==> src/rtl/spi_temp_reader.sv <==
// SPI temperature sensor reader: one mode-0 frame per count==TRIG_VALUE edge, sign-extended result.
// Optional TEMP_AVG_EN: report the average of every four frames instead of each frame.
module spi_temp_reader #(
    parameter logic [23:0] TRIG_VALUE = 24'h100,
    parameter int          CLK_DIV    = 4,
    parameter int          FRAME_BITS = 16,
    parameter int          TEMP_MSB   = 15,
    parameter int          TEMP_LSB   = 3
) (
    input  logic        clk,
    input  logic        rst_n,
    input  logic [23:0] count,
    input  logic        spi_miso,
    output logic        spi_cs_n,
    output logic        spi_sclk,
    output logic [15:0] temp_data,
    output logic        temp_valid,
    output logic        busy,
    output logic        trig_miss
);
    localparam int FW = TEMP_MSB - TEMP_LSB + 1;
    localparam int DW = $clog2(CLK_DIV);
    localparam int BW = $clog2(FRAME_BITS + 1);
    localparam logic [DW-1:0] DIV_LAST = DW'(CLK_DIV - 1);
    localparam logic [BW-1:0] BIT_LAST = BW'(FRAME_BITS);

    localparam logic [1:0] ST_IDLE  = 2'd0;
    localparam logic [1:0] ST_SETUP = 2'd1;
    localparam logic [1:0] ST_SHIFT = 2'd2;
    localparam logic [1:0] ST_HOLD  = 2'd3;

    logic [1:0]            st_r;
    logic [DW-1:0]         div_cnt_r;
    logic [BW-1:0]         bit_cnt_r;
    logic [FRAME_BITS-1:0] shreg_r;
    logic                  prev_match_r;
    logic                  trig_s;
    logic                  div_done_s;
    logic signed [FW-1:0]  field_s;
    logic signed [15:0]    ext_s;

    assign trig_s     = (count == TRIG_VALUE) && !prev_match_r;
    assign div_done_s = (div_cnt_r == DIV_LAST);
    assign field_s    = shreg_r[TEMP_MSB:TEMP_LSB];
    assign ext_s      = 16'(field_s);

`ifdef TEMP_AVG_EN
    logic signed [17:0] acc_r;
    logic signed [17:0] acc_next_s;
    logic [1:0]         avg_cnt_r;

    assign acc_next_s = acc_r + 18'(ext_s);
`endif

    // Edge-qualify the trigger (flag resets high so a count parked at TRIG_VALUE cannot fire) and flag drops.
    always_ff @(posedge clk or negedge rst_n) begin
        if (!rst_n) begin
            prev_match_r <= 1'b1;
            trig_miss    <= 1'b0;
        end else begin
            prev_match_r <= (count == TRIG_VALUE);
            trig_miss    <= trig_s && busy;
        end
    end

    // Frame sequencer: CS setup, SCLK generation with MSB-first capture, CS hold, result load.
    always_ff @(posedge clk or negedge rst_n) begin
        if (!rst_n) begin
            st_r       <= ST_IDLE;
            div_cnt_r  <= '0;
            bit_cnt_r  <= '0;
            shreg_r    <= '0;
            spi_cs_n   <= 1'b1;
            spi_sclk   <= 1'b0;
            temp_data  <= 16'h0000;
            temp_valid <= 1'b0;
            busy       <= 1'b0;
`ifdef TEMP_AVG_EN
            acc_r      <= 18'sd0;
            avg_cnt_r  <= 2'd0;
`endif
        end else begin
            temp_valid <= 1'b0;
            case (st_r)
                ST_IDLE: begin
                    div_cnt_r <= '0;
                    bit_cnt_r <= '0;
                    // busy still reads high in the result cycle, so a trigger there is a miss
                    if (trig_s && !busy) begin
                        st_r     <= ST_SETUP;
                        spi_cs_n <= 1'b0;
                        busy     <= 1'b1;
                    end else begin
                        busy     <= 1'b0;
                    end
                end
                ST_SETUP: begin
                    if (div_done_s) begin
                        st_r      <= ST_SHIFT;
                        div_cnt_r <= '0;
                        spi_sclk  <= 1'b1;
                        shreg_r   <= {shreg_r[FRAME_BITS-2:0], spi_miso};
                        bit_cnt_r <= bit_cnt_r + BW'(1);
                    end else begin
                        div_cnt_r <= div_cnt_r + DW'(1);
                    end
                end
                ST_SHIFT: begin
                    if (div_done_s) begin
                        div_cnt_r <= '0;
                        if (spi_sclk) begin
                            spi_sclk <= 1'b0;
                            if (bit_cnt_r == BIT_LAST) begin
                                st_r <= ST_HOLD;
                            end else begin
                                st_r <= ST_SHIFT;
                            end
                        end else begin
                            spi_sclk  <= 1'b1;
                            shreg_r   <= {shreg_r[FRAME_BITS-2:0], spi_miso};
                            bit_cnt_r <= bit_cnt_r + BW'(1);
                        end
                    end else begin
                        div_cnt_r <= div_cnt_r + DW'(1);
                    end
                end
                ST_HOLD: begin
                    if (div_done_s) begin
                        st_r     <= ST_IDLE;
                        spi_cs_n <= 1'b1;
`ifdef TEMP_AVG_EN
                        if (avg_cnt_r == 2'd3) begin
                            temp_valid <= 1'b1;
                            temp_data  <= 16'(acc_next_s >>> 2);
                            acc_r      <= 18'sd0;
                            avg_cnt_r  <= 2'd0;
                        end else begin
                            acc_r      <= acc_next_s;
                            avg_cnt_r  <= avg_cnt_r + 2'd1;
                        end
`else
                        temp_valid <= 1'b1;
                        temp_data  <= ext_s;
`endif
                    end else begin
                        div_cnt_r <= div_cnt_r + DW'(1);
                    end
                end
                default: begin
                    st_r     <= ST_IDLE;
                    spi_cs_n <= 1'b1;
                    spi_sclk <= 1'b0;
                    busy     <= 1'b0;
                end
            endcase
        end
    end
endmodule

==> config.mk <==
export PLATFORM = sky130hd
export DESIGN_NAME = spi_temp_reader
export DESIGN_NICKNAME = d
export VERILOG_FILES = /design/src/rtl/spi_temp_reader.sv
export SDC_FILE = /design/constraint.sdc
export NUM_CORES = 1
export LEC_CHECK = 0
export ABC_AREA = 1
export CAP_MARGIN = 5
export CELL_PAD_IN_SITES_DETAIL_PLACEMENT = 1
export CELL_PAD_IN_SITES_GLOBAL_PLACEMENT = 1
export CORE_ASPECT_RATIO = 0.5
export CORE_MARGIN = 2
export CORE_UTILIZATION = 36
export DETAILED_ROUTE_END_ITERATION = 10
export GPL_ROUTABILITY_DRIVEN = 0
export PLACE_DENSITY = 0.85
export SLEW_MARGIN = 10
export SYNTH_ARGS = -nofsm -noshare
export SYNTH_HDL_FRONTEND = slang
export SYNTH_SLANG_ARGS = --single-unit
==> constraint.sdc <==
create_clock -name clk -period 1.9 [get_ports clk]
set_input_delay 0.38 -clock clk [delete_from_list [all_inputs] [get_ports clk]]
set_output_delay 0.38 -clock clk [all_outputs]
set_load 0.02 [all_outputs]
==> run_results.csv <==
group,metric,value,unit
flow_run,cap_violations,0,
grt,grt_pass1_wl,8970,um
power_and_ir_drop,p_seq_share,38.2,%
synthesis,synth_fp_nets,261,
synthesis,synthDistinctLibCells,25,
synthesis,avgSynthCellArea,8.886,um^2
grt,antenna_found_initial,0,
timing,slew_violations,0,
timing,hold_violations,0,
critical_path,critPathKind,"register to primary output",
timing,setup_slack,0.05125,ns
timing,period_minus_slack,1.849,ns
drt,drcViolationCount,0,
synthesis,yosys.area.top_type,"dfrtp_1",
synthesis,ys_warn_count,0,
floorplanning,dieArea,6202,um^2
floorplanning,io_pins,48,
hold_path,hp-class,"input port to asynchronous set/reset pin",
critical_path,worstPathMaxFanout,2,
critical_path,r2r_cells,8,
drt,wl_per_cell,15.19,um
power_and_ir_drop,intPower,1986,uW
power_and_ir_drop,switchingPower,1394,uW
clock_tree,clock_latency,0.30,ns
drt,wl_met2,2886,um
power_and_ir_drop,switching_share,41.25,%
critical_path,max_stage_delay,0.61,ns
timing,rsz0062_at_grt,"no",
placement,place_ws,-0.04099,ns
critical_path,crit_required,1.52,ns
clock_tree,numCtsBuffers,5,
drt,drt-met1-wl,2239,um
clock_tree,cts_tree,"done",
drt,num_vias,1665,
cells_and_area,n_antenna_cell,0,
cells_and_area,area_growth,34.04,%
drt,top_layer,"met4",
power_and_ir_drop,powerDensity,1261,nW/um^2
grt,track_usage,19.16,%
placement,dp.final_hpwl,3857,um
power_and_ir_drop,pwr-share-comb,42.9,%
grt,grt_pass1_vias,1859,
critical_path,cp-start-kind,"register",
synthesis,seq_area_frac_synth,55.19,%
synthesis,synth_area_leaders,"dfrtp_1, nand2_1, o21ai_0",
critical_path,slowest_stage,"clkdlybuf4s50_1",
drt,wl_met3,104,um
clock_tree,h-tree-depth,2,
drt,antenna_left,0,
floorplanning,fp.dieH,56.70,um
timing,min_period_over_period,97.30,%
synthesis,synth_area,1999,um^2
timing,fmax,540.9,MHz
cells_and_area,layout.nets,313,
critical_path,path_cells,"clkdlybuf4s50_1",
timing,skew,0.002967,ns
synthesis,synthCells,225,
clock_tree,cts_sinks,44,
grt,grt-ovfl-total,0,
clock_tree,cts_root_buffer,"clkbuf_8",
critical_path,crit_buf_inv,1,
cells_and_area,final_area,2680,um^2
timing,fin_hold_ws,0.01821,ns
floorplanning,start_util,36.89,%
synthesis,synth_edf_count,0,
floorplanning,fp.coreArea,5420,um^2
synthesis,synthArstFlopShare,100.0,%
synthesis,ys.flop_type,"dfrtp_1",
cells_and_area,drive_above_1_share,8.273,%
placement,port_buffers,47,
power_and_ir_drop,p_leak,0.001223,uW
synthesis,ys_ff_latch,44,
critical_path,path_delay_family,"buffers and inverters",
timing,setup-violations-final,0,
drt,firstDrtPassIters,4,
timing,worst_slew_pin_slew,0.4655,ns
drt,viasPerCell,4.744,
placement,place_area,2554,um^2
drt,drt_iter0_markers,45,
placement,dp_cells,343,
critical_path,worstSetupEndpointType,"primary output",
grt,grt_max_degree,28,
clock_tree,clockBufferDepth,2,
run_status,outcome,"complete, no violations",
clock_tree,clk_pin_slew,0.09,ns
cells_and_area,post-route-util,49.45,%
power_and_ir_drop,ir_drop,0.0005703,V
floorplanning,die_w,109.4,um
timing,relSlewSlack,68.97,%
floorplanning,placementRows,19,
drt,wirelength,5331,um
power_and_ir_drop,p_clk_share,18.8,%
critical_path,cp.depth,1,
cells_and_area,instances_no_fill,351,
critical_path,arrival,1.47,ns
synthesis,synthDominantCellAreaShare,52.57,%
==> routing by layer <==
metal | vias to the layer above | GRT usage [%]
met2 | 18 | 34.74
met3 | 11 | 4.181
li1 | 808 | -
met5 | - | 0
met4 | 0 | 7.233
met1 | 828 | 22.09
==> through the flow <==
stage | total power [uW] | TNS, ns
CTS | 3340 | 0
global placement | 2541 | 0
finish | 3380 | 0
global route | 3615 | 0
detailed placement | 2642 | -0.06392
floorplan | 2177 | 0
==> repair_timing <==
action,4_1_cts,5_1_grt
setup buffers,0,0
setup endpoints to repair,0,9
hold buffers,0,0
resized for setup,0,5
==> cells in the final DEF, fill, tap and decap left out, drive strengths merged <==
cell           Yosys  layout
nand2             57      57
clkdlybuf4s50      0      46
dfrtp             42      42
inv               34      34
o21ai             32      32
nor2              20      20
ha                 9       9
nand3              9       9
clkbuf             2       6
buf                5       6
a21oi              3       3
nor3               3       3
o21a               2       2
clkinvlp           0       2
dfstp              2       2
nand4              1       1
nor4               1       1
nor3b              1       1
a221oi             1       1
a41o               1       1
==> sequential cells by signal, indices dropped and copies added (netlist names) <==
register / cells
temp_valid: 1
temp_data: 13
spi_sclk: 1
prev_match_r: 1
busy: 1
spi_cs_n: 1
shreg_r: 16
st_r: 2
trig_miss: 1
bit_cnt_r: 5
div_cnt_r: 2
==> power groups by stage <==
stage                     combinational, uW  sequential, uW  clock [uW]
final                                  1450            1290         637
after global routing                   1600            1310         698
after CTS                              1390            1290         659
after detailed placement               1340            1300           0
after global placement                 1250            1290           0
after floorplan                         864            1310           0
==> worst paths after layout <==
kind,to,startpoint,slack (ns)
max reg2reg,st_r[1]$_DFFE_PN0P_,st_r[0]$_DFFE_PN0P_,0.12
max in group asynchronous,prev_match_r$_DFF_PN1_,rst_n,1.26
min,temp_data[9]$_DFFE_PN0P_,rst_n,0.02
min reg2reg,shreg_r[2]$_DFFE_PN0P_,shreg_r[2]$_DFFE_PN0P_,0.48
max,spi_cs_n,spi_cs_n$_DFFE_PN1P_,0.05
min in group clk,shreg_r[2]$_DFFE_PN0P_,shreg_r[2]$_DFFE_PN0P_,0.48
==> synthesized netlist by cell type (2+ instances only) <==
cell type and number:
a21oi_1 3, buf_6 2, nand2_1 57, clkbuf_1 2, nand3_1 8, o21ai_0 30
o21a_1 2, inv_1 33, nor2_1 20, buf_4 3, dfstp_2 2, ha_1 9
dfrtp_1 42
==> cell type report <==
| type | count | area (um^2) |
|---|---|---|
| multi-input cells | 140 | 743.2 |
| clock buffers | 6 | 82.58 |
| fillers | 654 | 2740 |
| flip-flops and latches | 44 | 1105 |
| repair buffers | 52 | 515.5 |
| well taps | 73 | 91.34 |
| inverters | 34 | 127.6 |
| clock inverters | 2 | 15.01 |
==> kinds of logic after synthesis <==
logic type | after synthesis | synth area share (%)
adders and majority gates | 9 | 5.632
buffers and inverters | 41 | 9.011
DFF | 44 | 55.19
and+or+nand+nor | 92 | 19.53
AOI/OAI and AO/OA | 39 | 10.64
(Power assumes the default switching activity.)
